## src/rtl/m2_block_sequencer.sv

```systemverilog
// m2_block_sequencer
//   Frame-level scheduler for the IDCT milestone pipeline. Issues start pulses
//   to the fetch-Sp, compute-T, compute-S and write-S stages and collects their
//   finish pulses. Fetch+CS of one block overlap CT+WS of the neighbouring one.
//   Generates write-back block coordinates for the Y, U and V planes.
//
// Ports
//   Clock_50, Resetn (async, active-low)
//   start                  begin a frame (ignored while busy)
//   fetch_/ct_/cs_/ws_start  1-cycle start pulses to the stages
//   fetch_/ct_/cs_/ws_finish 1-cycle finish pulses from the stages
//   phase                  state code, used as the port-ownership mux select
//   col_addr/row_addr/plane  write-back coordinates of the current write-S block
//   busy                   high outside IDLE
//   finish                 1-cycle end-of-frame pulse
//   proto_err              sticky: finish received for a stage not running
//   stall_cycles           (only with SEQ_STALL_CNT_EN) cycles in COMMON_SF
//                          waiting on exactly one of the two finishes
//
// Build option: define SEQ_STALL_CNT_EN to add the stall_cycles counter.

module m2_block_sequencer #(
  parameter int unsigned Y_W_BLK = 40,
  parameter int unsigned Y_H_BLK = 30,
  parameter int unsigned C_W_BLK = 20,
  parameter int unsigned C_H_BLK = 30,
  parameter int unsigned BLK     = 8,
  parameter int unsigned ADDR_W  = 10
) (
  input  logic              Clock_50,
  input  logic              Resetn,
  input  logic              start,
  output logic              fetch_start,
  input  logic              fetch_finish,
  output logic              ct_start,
  input  logic              ct_finish,
  output logic              cs_start,
  input  logic              cs_finish,
  output logic              ws_start,
  input  logic              ws_finish,
  output logic [2:0]        phase,
  output logic [ADDR_W-1:0] col_addr,
  output logic [ADDR_W-1:0] row_addr,
  output logic [1:0]        plane,
  output logic              busy,
  output logic              finish,
  output logic              proto_err
`ifdef SEQ_STALL_CNT_EN
  ,
  output logic [19:0]       stall_cycles
`endif
);

  localparam int unsigned TOTAL = Y_W_BLK * Y_H_BLK + 2 * C_W_BLK * C_H_BLK;
  localparam int unsigned CNT_W = $clog2(TOTAL + 1);

  localparam logic [CNT_W-1:0]  LAST_BLK   = CNT_W'(TOTAL - 1);
  localparam logic [ADDR_W-1:0] COL_STEP   = ADDR_W'(BLK / 2);
  localparam logic [ADDR_W-1:0] ROW_STEP   = ADDR_W'(BLK);
  localparam logic [ADDR_W-1:0] Y_LAST_COL = ADDR_W'((Y_W_BLK - 1) * BLK / 2);
  localparam logic [ADDR_W-1:0] Y_LAST_ROW = ADDR_W'((Y_H_BLK - 1) * BLK);
  localparam logic [ADDR_W-1:0] C_LAST_COL = ADDR_W'((C_W_BLK - 1) * BLK / 2);
  localparam logic [ADDR_W-1:0] C_LAST_ROW = ADDR_W'((C_H_BLK - 1) * BLK);

  typedef enum logic [2:0] {
    S_IDLE      = 3'd0,
    S_LEADIN_F  = 3'd1,
    S_LEADIN_T  = 3'd2,
    S_COMMON_SF = 3'd3,
    S_COMMON_TW = 3'd4,
    S_LEADOUT_S = 3'd5,
    S_LEADOUT_W = 3'd6,
    S_DONE      = 3'd7
  } state_t;

  state_t            state, state_n;
  logic              fetch_start_n, ct_start_n, cs_start_n, ws_start_n, finish_n;
  logic              cs_flag, f_flag, cs_flag_n, f_flag_n;
  logic              blk_inc, adv, clr;
  logic [CNT_W-1:0]  blk_cnt;
  logic [ADDR_W-1:0] col_n, row_n;
  logic [1:0]        plane_n;

  // Outstanding-work tracking. Write-S may still be running when the next one
  // is issued, so it gets a small counter instead of a single bit.
  logic              f_out, t_out, s_out;
  logic [1:0]        w_cnt, w_cnt_n;
  logic              f_ok, t_ok, s_ok, w_ok, proto_set;

  assign f_ok = fetch_finish & f_out;
  assign t_ok = ct_finish & t_out;
  assign s_ok = cs_finish & s_out;
  assign w_ok = ws_finish & (w_cnt != 2'd0);

  assign proto_set = (fetch_finish & ~f_out) | (ct_finish & ~t_out) |
                     (cs_finish & ~s_out) | (ws_finish & (w_cnt == 2'd0));

  assign phase = state;
  assign busy  = (state != S_IDLE);

  always_comb begin
    state_n       = state;
    fetch_start_n = 1'b0;
    ct_start_n    = 1'b0;
    cs_start_n    = 1'b0;
    ws_start_n    = 1'b0;
    finish_n      = 1'b0;
    cs_flag_n     = cs_flag;
    f_flag_n      = f_flag;
    blk_inc       = 1'b0;
    adv           = 1'b0;
    clr           = 1'b0;
    case (state)
      S_IDLE: begin
        if (start) begin
          clr           = 1'b1;
          fetch_start_n = 1'b1;
          state_n       = S_LEADIN_F;
        end
      end
      S_LEADIN_F: begin
        if (f_ok) begin
          ct_start_n = 1'b1;
          state_n    = S_LEADIN_T;
        end
      end
      S_LEADIN_T: begin
        // The lead-in CT completion counts toward blk_cnt.
        if (t_ok) begin
          blk_inc       = 1'b1;
          cs_start_n    = 1'b1;
          fetch_start_n = 1'b1;
          state_n       = S_COMMON_SF;
        end
      end
      S_COMMON_SF: begin
        if (cs_flag && f_flag) begin
          cs_flag_n  = 1'b0;
          f_flag_n   = 1'b0;
          ct_start_n = 1'b1;
          ws_start_n = 1'b1;
          state_n    = S_COMMON_TW;
        end else begin
          if (s_ok) cs_flag_n = 1'b1;
          if (f_ok) f_flag_n  = 1'b1;
        end
      end
      S_COMMON_TW: begin
        if (t_ok) begin
          blk_inc    = 1'b1;
          adv        = 1'b1;
          cs_start_n = 1'b1;
          if (blk_cnt == LAST_BLK) begin
            state_n = S_LEADOUT_S;
          end else begin
            fetch_start_n = 1'b1;
            state_n       = S_COMMON_SF;
          end
        end
      end
      S_LEADOUT_S: begin
        if (s_ok) begin
          ws_start_n = 1'b1;
          state_n    = S_LEADOUT_W;
        end
      end
      S_LEADOUT_W: begin
        // Only the final write-S completion ends the frame.
        if (w_ok && (w_cnt == 2'd1)) begin
          finish_n = 1'b1;
          state_n  = S_DONE;
        end
      end
      S_DONE: begin
        state_n = S_IDLE;
      end
      default: begin
        state_n = S_IDLE;
      end
    endcase
  end

  always_comb begin
    w_cnt_n = w_cnt;
    if (w_ok && !ws_start_n) begin
      w_cnt_n = w_cnt - 2'd1;
    end else if (!w_ok && ws_start_n && (w_cnt != 2'd3)) begin
      w_cnt_n = w_cnt + 2'd1;
    end
  end

  // Raster order within a plane, then Y -> U -> V; plane saturates at V.
  always_comb begin
    col_n   = col_addr;
    row_n   = row_addr;
    plane_n = plane;
    if (clr) begin
      col_n   = '0;
      row_n   = '0;
      plane_n = '0;
    end else if (adv) begin
      if (col_addr == ((plane == 2'd0) ? Y_LAST_COL : C_LAST_COL)) begin
        col_n = '0;
        if (row_addr == ((plane == 2'd0) ? Y_LAST_ROW : C_LAST_ROW)) begin
          row_n = '0;
          if (plane != 2'd2) plane_n = plane + 2'd1;
        end else begin
          row_n = row_addr + ROW_STEP;
        end
      end else begin
        col_n = col_addr + COL_STEP;
      end
    end
  end

  always_ff @(posedge Clock_50 or negedge Resetn) begin
    if (!Resetn) begin
      state       <= S_IDLE;
      fetch_start <= 1'b0;
      ct_start    <= 1'b0;
      cs_start    <= 1'b0;
      ws_start    <= 1'b0;
      finish      <= 1'b0;
      proto_err   <= 1'b0;
      cs_flag     <= 1'b0;
      f_flag      <= 1'b0;
      blk_cnt     <= '0;
      col_addr    <= '0;
      row_addr    <= '0;
      plane       <= '0;
      f_out       <= 1'b0;
      t_out       <= 1'b0;
      s_out       <= 1'b0;
      w_cnt       <= '0;
    end else begin
      state       <= state_n;
      fetch_start <= fetch_start_n;
      ct_start    <= ct_start_n;
      cs_start    <= cs_start_n;
      ws_start    <= ws_start_n;
      finish      <= finish_n;
      cs_flag     <= cs_flag_n;
      f_flag      <= f_flag_n;
      col_addr    <= col_n;
      row_addr    <= row_n;
      plane       <= plane_n;
      f_out       <= fetch_start_n | (f_out & ~fetch_finish);
      t_out       <= ct_start_n | (t_out & ~ct_finish);
      s_out       <= cs_start_n | (s_out & ~cs_finish);
      w_cnt       <= w_cnt_n;
      if (proto_set) proto_err <= 1'b1;
      if (clr) begin
        blk_cnt <= '0;
      end else if (blk_inc) begin
        blk_cnt <= blk_cnt + CNT_W'(1);
      end
    end
  end

`ifdef SEQ_STALL_CNT_EN
  always_ff @(posedge Clock_50 or negedge Resetn) begin
    if (!Resetn) begin
      stall_cycles <= '0;
    end else if (clr) begin
      stall_cycles <= '0;
    end else if ((state == S_COMMON_SF) && (cs_flag ^ f_flag) &&
                 (stall_cycles != '1)) begin
      stall_cycles <= stall_cycles + 20'd1;
    end
  end
`endif

endmodule

```

## config.mk

```make
export PLATFORM = sky130hd
export DESIGN_NAME = m2_block_sequencer
export DESIGN_NICKNAME = d
export VERILOG_FILES = /design/src/rtl/m2_block_sequencer.sv
export SDC_FILE = /design/constraint.sdc
export NUM_CORES = 1
export LEC_CHECK = 0
export CAP_MARGIN = 20
export CORE_MARGIN = 2
export CORE_UTILIZATION = 34
export DETAILED_ROUTE_END_ITERATION = 8
export PLACE_DENSITY = 0.57
export SYNTH_ARGS = -nofsm -noshare
export SYNTH_HDL_FRONTEND = slang
export SYNTH_SLANG_ARGS = --single-unit
```

## constraint.sdc

```tcl
create_clock -name Clock_50 -period 1.92 [get_ports Clock_50]
set_input_delay 0.576 -clock Clock_50 [delete_from_list [all_inputs] [get_ports Clock_50]]
set_output_delay 0.576 -clock Clock_50 [all_outputs]
set_load 0.02 [all_outputs]
```

* After elaboration in Yosys (flattened, before gate mapping)
Cells that the tools add are included.
Storage, ports and cells: logic and storage cells 137, bits in registers 50
Operators by class: reductions and logical operators 26, eq/ne operators 20, muxes and demuxes 45, add/subtract/negate cells 6, bitwise logic cells 23
Operators by type and width (number):
- two-way mux 10 bit | 7
- two-way mux 12 bit | 2
- two-way mux 3 bit | 8
- one-hot mux 3 bit (8 select lines) | 1
- inequality test 2 bit, second input constant | 9
- nonzero test 2 bit | 9
- two-way mux 1 bit | 16
- two-way mux 2 bit | 7
- adder 12 x 1 -> 12 bit, second input constant | 1
- == test 12 bit, second input constant | 1
- == test 3 bit, second input constant | 4
- bitwise AND 1 bit | 11
- adder 10 x 3 -> 10 bit, second input constant | 1
- adder 10 x 4 -> 10 bit, second input constant | 1
- == test 10 x 8 -> 1 bit | 1
- == test 10 x 8 -> 1 bit, second input constant | 1
- two-way mux 8 bit | 1
- AND reduction 7 bit | 1
- == test 3 x 2 -> 1 bit, second input constant | 2
- NOT 1 bit | 6
- OR 1 bit | 6
- AND reduction 2 bit | 3
- logical AND 1 bit | 5
- adder 2 x 1 -> 2 bit, second input constant | 2
- other kinds (11) | 14

* Logic depth before layout (Yosys ltp)
Gate-level depths: netlist of the first run.
word-level depth 7, gate-level depth with buffers 7

* Worst setup path before layout of the first run
No wires, ideal clock.
path kind reg-to-reg, from register plane[0], to register row_addr[3], path slack 0.006 ns, arrival time 1.790 ns, required time 1.795 ns, period minus slack after synthesis 1.914 ns, buffers on the path 0, stages on the path, launching flop included 7, setup time 0.125 ns, cell sequence dfrtp_1 > inv_1 > ha_1 > nor4b_2 > o21ai_4 > a21oi_2 > mux2_2
Between the ends: word-level cells in the longest chain between the ends 5
RTL lines:
- start, declared | line 44 | output logic [1:0] plane,
- start signal, assigned | line 246 | plane <= plane_n;
- zero test 2 bit
- two-way mux 8 bit | line 202 | if (col_addr == ((plane == 2'd0) ? Y_LAST_COL : C_LAST_COL)) begin
- == test 10 x 8 -> 1 bit | line 202
- nonzero test 2 bit (no source line)
- AND reduction 2 bit (no source line)
- end signal, assigned | line 245 | row_addr <= row_n;
- end, declared | line 43 | output logic [ADDR_W-1:0] row_addr,
No other way between the ends. A chain may end at the register's enable or synchronous reset.

* Worst setup path after layout of the first run
from register proto_err, to output proto_err
RTL lines:
- start, declared | line 47 | output logic proto_err
- start signal, assigned | line 224 | proto_err <= 1'b0;
- start signal, assigned | line 251 | if (proto_set) proto_err <= 1'b1;
No word-level cell between the ends.

==> metrics.md, run 1 <==
| Metric | Value |
|---|---|
| 1st-pass router iterations | `4` |
| Grt ovf | `0` |
| Worst Path Max Fanout | `2` |
| Crit-path leading delay family | `buffers and inverters` |
| GRT Util Overall | `between 10% and 20%` |
| CP Data Required Time | `1.34 ns` |
| CTS tree | `built` |
| WL/cell | `~15 µm` |
| CTS Hold Buffers Added | `0` |
| Power per cell area | `approximately 1000 nW/µm²` |
| Hold Path Class | `in2async` |
| Worst Path Arrival | `approximately 1.3 ns` |
| R2r startpoint | `col_addr[2]$_DFFE_PN0P_` |
| IO Port Bufs | `33` |
| Final setup violation count | `0` |
| Syn Inst Count | `about 280` |
| Peak supply drop | `around 560 µV` |
| Total core area | `approximately 7700 µm²` |
| Setup crit start | `proto_err$_DFFE_PN0P_` |
| Final core occ | `roughly 45%` |
| CTS buffer count | `5` |
| Die Width | `around 93 µm` |
| Leak | `about 1.6 nW` |
| Cell row count | `32` |
| EDFF count, synth | `0` |
| GP Congestion | `between 0.8 and 0.9` |
| Vias/cell | `5.052` |
| Sum of buffers and inverters on the critical path | `1` |
| Via Count | `around 2200` |
| Sequence of cells on the critical path | `clkdlybuf4s50_1` |
| Routed Antenna Nets | `0` |
| Synth cell types | `between 60 and 70` |
| Hold Vio Cnt, Final | `0` |
| Crit end category | `primary output` |
| Final Cycle Share | `a little over nine tenths` |
| Vias in the first global route | `around 2200` |
| Die Y | `92.68 µm` |
| Setup CP Type | `reg2out` |
| Tmin final | `around 1.8 ns` |
| # Max-Cap Violations | `0` |
| First-pass GRT wire length | `11.13 mm` |
| Fmax | `0.5421 GHz` |
| Synth-to-layout area growth | `28.50%` |
| Clk Latency, worst-skew pair | `0.30 ns` |
| Initial antenna violation count | `0` |
| Starting Density | `34.78%` |
| Slew Limit Headroom | `around two thirds` |
| Synth Cell Area | `2674 µm²` |
| R2R cell count | `6` |
| Share of the synthesized area in the top cell type | `between 40 and 50%` |
| Final WS setup | `0.07516 ns` |
| Die area | `about 8600 µm²` |
| RSZ-0062 raised after global routing | `false` |
| Clk slew on worst S/H paths | `about 0.080 ns` |
| Ranking of synthesized cells by area | `dfrtp_1 42%, ha_1 4.2%, nand3_1 3.2%, nand2_1 3.1%, mux2i_1 2.6%` |
| Mean Syn Cell Area | `between 9 and 10 µm²` |
| CP max stage cell | `clkdlybuf4s50_1` |
| Slew @ Worst Pin | `~0.52 ns` |
| Root Driver | `clkbuf_8` |
| Reg2reg end | `row_addr[7]$_DFFE_PN0P_` |
| Sequential-to-total area share from yosys stat | `between 40% and 50%` |
| Status | `complete, no violations` |
| Register bit total from synthesis | `45` |
| Top_reg_cell synth | `dfrtp_1` |
| Post-synth top area cell | `dfrtp_1` |
| Pin count of the biggest net entering global routing | `23` |
| Fin Clk Skew | `0.007645 ns` |
| R2r setup slk | `0.12 ns` |
| Diodes inserted | `0` |
| Startpoint Class | `flip-flop` |
| Nets | `~360` |
| DRC viols | `0` |
| Worst path max stage delay | `just over 0.6 ns` |
| Ports | `39` |
| Asr flop ratio synth | `100.0%` |
| Drt initial violations | `between 100 and 150` |
| Final Max Slew Viols | `0` |
| Worst slack, placed | `-0.3588 ns` |
| HPWL Detailed | `approximately 4.8 mm` |
| Clk buf depth | `2` |
| Syn. warnings | `0` |
| WL final | `~6.4 mm` |
| H-tree depth | `2` |
| Post-layout total power | `around 3.6 mW` |
| Clock Sinks | `between 40 and 50` |
| Share of layout cells above drive strength 1 | `a little under a fifth` |
[final cells by class]
type	count	area, µm²
multi-input combinational	204	1433
timing repair buffer	72	618.1
inverter	15	56.30
fill	787	4252
clock buffer	5	68.82
clock inverter	1	5.005
sequential	45	1127
tap	102	127.6
[cell usage in the layout, fill, tap and decap left out, types with 5 or more instances in the layout]
cell type	count
a21oi_1	11
a31oi_1	6
buf_4	38
clkbuf_8	5
clkdlybuf4s50_1	9
conb_1	5
dfrtp_1	44
dlygate4sd2_1	18
ha_1	9
inv_1	15
mux2i_1	7
nand2_1	22
nand2b_1	7
nand3_1	17
nor2_1	15
nor3_1	5
o21ai_0	9
xnor2_1	8
[cell usage after synthesis (4+ instances only)]
| master | instances |
|---|---|
| o21ai_0 | 10 |
| nand4_1 | 4 |
| nor2_1 | 15 |
| nand2b_1 | 7 |
| nand2_1 | 22 |
| mux2i_1 | 7 |
| ha_1 | 9 |
| inv_1 | 15 |
| nor3_1 | 5 |
| buf_4 | 5 |
| xnor2_1 | 8 |
| a21oi_1 | 11 |
| a32oi_1 | 4 |
| and3_1 | 4 |
| o31ai_1 | 4 |
| dfrtp_1 | 45 |
| buf_2 | 5 |
| nand3_1 | 17 |
| a31oi_1 | 6 |
[flip-flops by register name, indices dropped and copies added (netlist names)]
register / flops
blk_cnt: 12
col_addr: 8
cs_flag: 1
cs_start: 1
ct_start: 1
f_flag: 1
f_out: 1
fetch_start: 1
finish: 1
phase: 3
plane: 2
proto_err: 1
row_addr: 7
s_out: 1
t_out: 1
w_cnt: 2
ws_start: 1
[per-stage QoR]
step	TNS, ns	instance area (µm²)	std cells	hold WS [ns]
final	0	3436	444	0.2410
after global routing	0	3436	444	0.2711
after CTS	0	3400	442	0.2460
after detailed placement	-7.831	3321	435	0.4741
after global placement	-7.033	3321	435	0.4706
after floorplan	0	2689	279	0.2804
[repair_timing]
action,CTS,global route
setup endpoints to repair,22,13
gates resized for setup,22,8
pin swaps,1,1
buffers inserted,1,2
[worst max path at each step]
stage,slack [ns],cells past startpoint,to
CTS,0.004,1,row_addr[8]
global placement,-0.34,5,row_addr[7]$_DFFE_PN0P_
detailed placement,-0.36,5,row_addr[9]$_DFFE_PN0P_
global route,0.002,7,col_addr[6]$_DFFE_PN0P_
finish,0.08,1,proto_err
floorplan,0.006,6,row_addr[3]$_DFFE_PN0P_
[per-layer routing]
layer | vias to the layer above | GRT usage [%] | part of all wire, %
met5 | - | 0 | 0
met2 | 25 | 24.64 | 46
met4 | 0 | 4.779 | 1.4
met3 | 6 | 2.929 | 2.7
li1 | 1144 | - | -
met1 | 1068 | 23.63 | 50
[logic make-up after synthesis]
kind of cell	count (synthesis)	share of synthesized area [%]
buffers and inverters	30	5.990
other	1	0.1402
AOI/OAI and AO/OA	70	19.05
muxes	8	3.042
and+or+nand+nor	101	21.85
adders and majority gates	9	4.212
DFF	45	42.12
xor gates and xnor gates	11	3.603
[power by group]
group / switching, mW / internal [mW] / leakage [nW] / total, mW
Combinational: 0.926 / 0.781 / 0.974 / 1.71
Sequential: 0.198 / 1.12 / 0.597 / 1.32
Clock: 0.312 / 0.240 / 0.0399 / 0.552
Total: 1.44 / 2.14 / 1.61 / 3.58
Power figures use the tool's default switching activity.
==> run 2: changes to the inputs <==
Settings changed: CORE_UTILIZATION 34 to 40, PLACE_DENSITY 0.57 to 0.65, TNS_END_PERCENT set to 20.
==> metrics.md, run 2 (synthesized netlist as in run 1, its figures left out) <==
| Metric | Value |
|---|---|
| Clk buf depth | `2 (unchanged)` |
| Multi-input gate area | `1446 µm² (+0.96%)` |
| Via Count | `2326 (+3.7%)` |
| Reg area | `1129 µm² (+0.11%)` |
| 1st-pass router iterations | `6 (+2)` |
| IO Port Bufs | `33 (unchanged)` |
| Pin count of the biggest net entering global routing | `46 (+100%)` |
| Share of layout cells above drive strength 1 | `20.06% (+1.9 points)` |
| CTS buffer count | `5 (unchanged)` |
| Crit-path leading delay family | `buffers and inverters` |
| Die area | `7355 µm² (-14%)` |
| Drt initial violations | `143 (+32%)` |
| Setup CP Type | `reg2out` |
| Power per cell area | `1064 nW/µm² (+2.2%)` |
| Fin Clk Skew | `0.003619 ns (-0.004026 ns)` |
| Worst path max stage delay | `0.62 ns (about the same)` |
| RSZ-0062 raised after global routing | `false` |
| Synth-to-layout area growth | `28.78%` |
| Final Max Slew Viols | `0 (unchanged)` |
| Final WS setup | `0.06164 ns (-0.01352 ns)` |
| Grt ovf | `0 (unchanged)` |
| R2r startpoint | `phase[2]$_DFFE_PN0P_` |
| HPWL Detailed | `4.497 mm (-5.7%)` |
| H-tree depth | `2 (unchanged)` |
| Initial antenna violation count | `0 (unchanged)` |
| First-pass GRT wire length | `10.37 mm (-6.8%)` |
| Die Width | `85.76 µm (-7.5%)` |
| Biggest regs | `blk_cnt (12), col_addr (8), row_addr (7)` |
| Most common cell after layout, fill and taps aside | `dfrtp_1` |
| Most frequent cells in the layout | `43 x dfrtp_1, 38 x buf_4, 22 x nand2_1` |
| Ports | `39 (unchanged)` |
| Number of flip-flops under the largest register name | `12 (unchanged)` |
| Placed insts | `412 (-5.3%)` |
| Final core occ | `53.61% (+8.9 points)` |
| WL/cell | `14.41 µm (-0.74%)` |
| Worst Path Max Fanout | `2 (unchanged)` |
| CP max stage cell | `clkdlybuf4s50_1` |
| Status | `complete, no violations` |
| CTS tree | `built` |
| Non-Filler Instances | `421 (-5.2%)` |
| Root Driver | `clkbuf_8` |
| GP Congestion | `0.8279 (about the same)` |
| Most flop-heavy register | `blk_cnt` |
| Fmax | `0.5381 GHz (-0.73%)` |
| WL final | `6.065 mm (-5.9%)` |
| GRT Util Overall | `17.47% (+1.3 points)` |
| Nets | `359 (unchanged)` |
| R2R cell count | `5 (-1)` |
| Routed Antenna Nets | `0 (unchanged)` |
| Clock Sinks | `45 (unchanged)` |
| Sum of buffers and inverters on the critical path | `1 (unchanged)` |
| Clk slew on worst S/H paths | `0.08 ns (about the same)` |
| Diodes inserted | `0 (unchanged)` |
| Startpoint Class | `flip-flop` |
| R2r setup slk | `0.12 ns (about the same)` |
| Tmin final | `1.858 ns (+0.01352 ns)` |
| Crit path depth | `1 (unchanged)` |
| Leak | `1.611 nW (about the same)` |
| DRC viols | `0 (unchanged)` |
| Die Y | `85.76 µm (-7.5%)` |
| Final instance area | `3443 µm² (+0.22%)` |
| Reg2reg end | `row_addr[3]$_DFFE_PN0P_` |
| Vias in the first global route | `2185 (+0.37%)` |
| Sequence of cells on the critical path | `clkdlybuf4s50_1` |
| Total core area | `6422 µm² (-16%)` |
| Vias/cell | `5.525 (+9.4%)` |
| Worst Path Arrival | `1.28 ns (about the same)` |
| Worst slack, placed | `-0.4189 ns (-0.06007 ns)` |
| Cell row count | `29 (-9.4%)` |
| Peak supply drop | `608.7 µV (+9.4%)` |
| # Max-Cap Violations | `0 (unchanged)` |
| Starting Density | `41.63% (+6.9 points)` |
| Hold Vio Cnt, Final | `0 (unchanged)` |
| Final setup violation count | `0 (unchanged)` |
| Crit end category | `primary output` |
| FILL cells | `590 (-25%)` |
| Final Cycle Share | `96.79% (+0.70 points)` |
| CP Data Required Time | `1.34 ns (about the same)` |
| Clk Latency, worst-skew pair | `0.30 ns (about the same)` |
| Dpl cell area | `3304 µm² (-0.49%)` |
| Hold Path Class | `in2async` |
[run 2: cell types whose count changed in the layout (fill, tap and decap cells not counted), sizes merged]
cell,delta
clkdlybuf4s50,+1
clkbuf,+2
dlygate4sd2,+1
clkdlybuf4s15,-1
dlymetal6s2s,-1
[run 2: cell type report]
| class | instances | area share (%) |
|---|---|---|
| flip-flops and latches | 45 | 32.78 |
| clock inverters | 1 | 0.1453 |
| multi-input cells | 204 | 42.01 |
| clock buffers | 7 | 2.798 |
| repair buffers | 72 | 17.84 |
| well taps | 77 | 2.798 |
| inverters | 15 | 1.635 |
[run 2: metrics by stage]
stage                     hold WS (ns)  setup TNS [ns]  total power, mW
after detailed placement        0.4582          -7.866            3.038
after global routing            0.2551               0            3.924
final                           0.2382               0            3.665
after global placement          0.4629          -6.520            3.011
after floorplan                 0.2804               0            2.342
after CTS                       0.2548        -0.05299            3.663
[run 2: timing repair]
action	in CTS	in global routing
hold buffers	0	0
buffers inserted	0	1
setup endpoints to repair	27	24
pin swaps	0	1
gates resized for setup	24	7
[run 2: layer usage]
layer	global-route usage, %	vias up	share of wire (%)	routed length, µm
li1	-	1142	-	-
met1	25.43	1121	48	2921
met2	26.56	56	47	2822
met3	2.984	7	3.8	230
met4	5.628	0	1.5	91
met5	0	-	0	0
[run 2: power by group]
group	switching [mW]	internal, mW	leakage, nW
clock	0.328	0.326	0.0542
combinational	0.931	0.766	0.961
sequential	0.191	1.12	0.596
[run 2: worst max path at each step]
| stage | from | to | slack, ns |
|---|---|---|---|
| 3_3_place_gp | start | row_addr[7]$_DFFE_PN0P_ | -0.34 |
| 6_report | row_addr[3]$_DFFE_PN0P_ | row_addr[3] | 0.06 |
| 2_1_floorplan | plane[0]$_DFFE_PN0P_ | row_addr[3]$_DFFE_PN0P_ | 0.006 |
| 5_1_grt | phase[1]$_DFFE_PN0P_ | busy | 0.0007 |
| 3_5_place_dp | start | row_addr[7]$_DFFE_PN0P_ | -0.42 |
| 4_1_cts | ct_finish | row_addr[3]$_DFFE_PN0P_ | -0.03 |
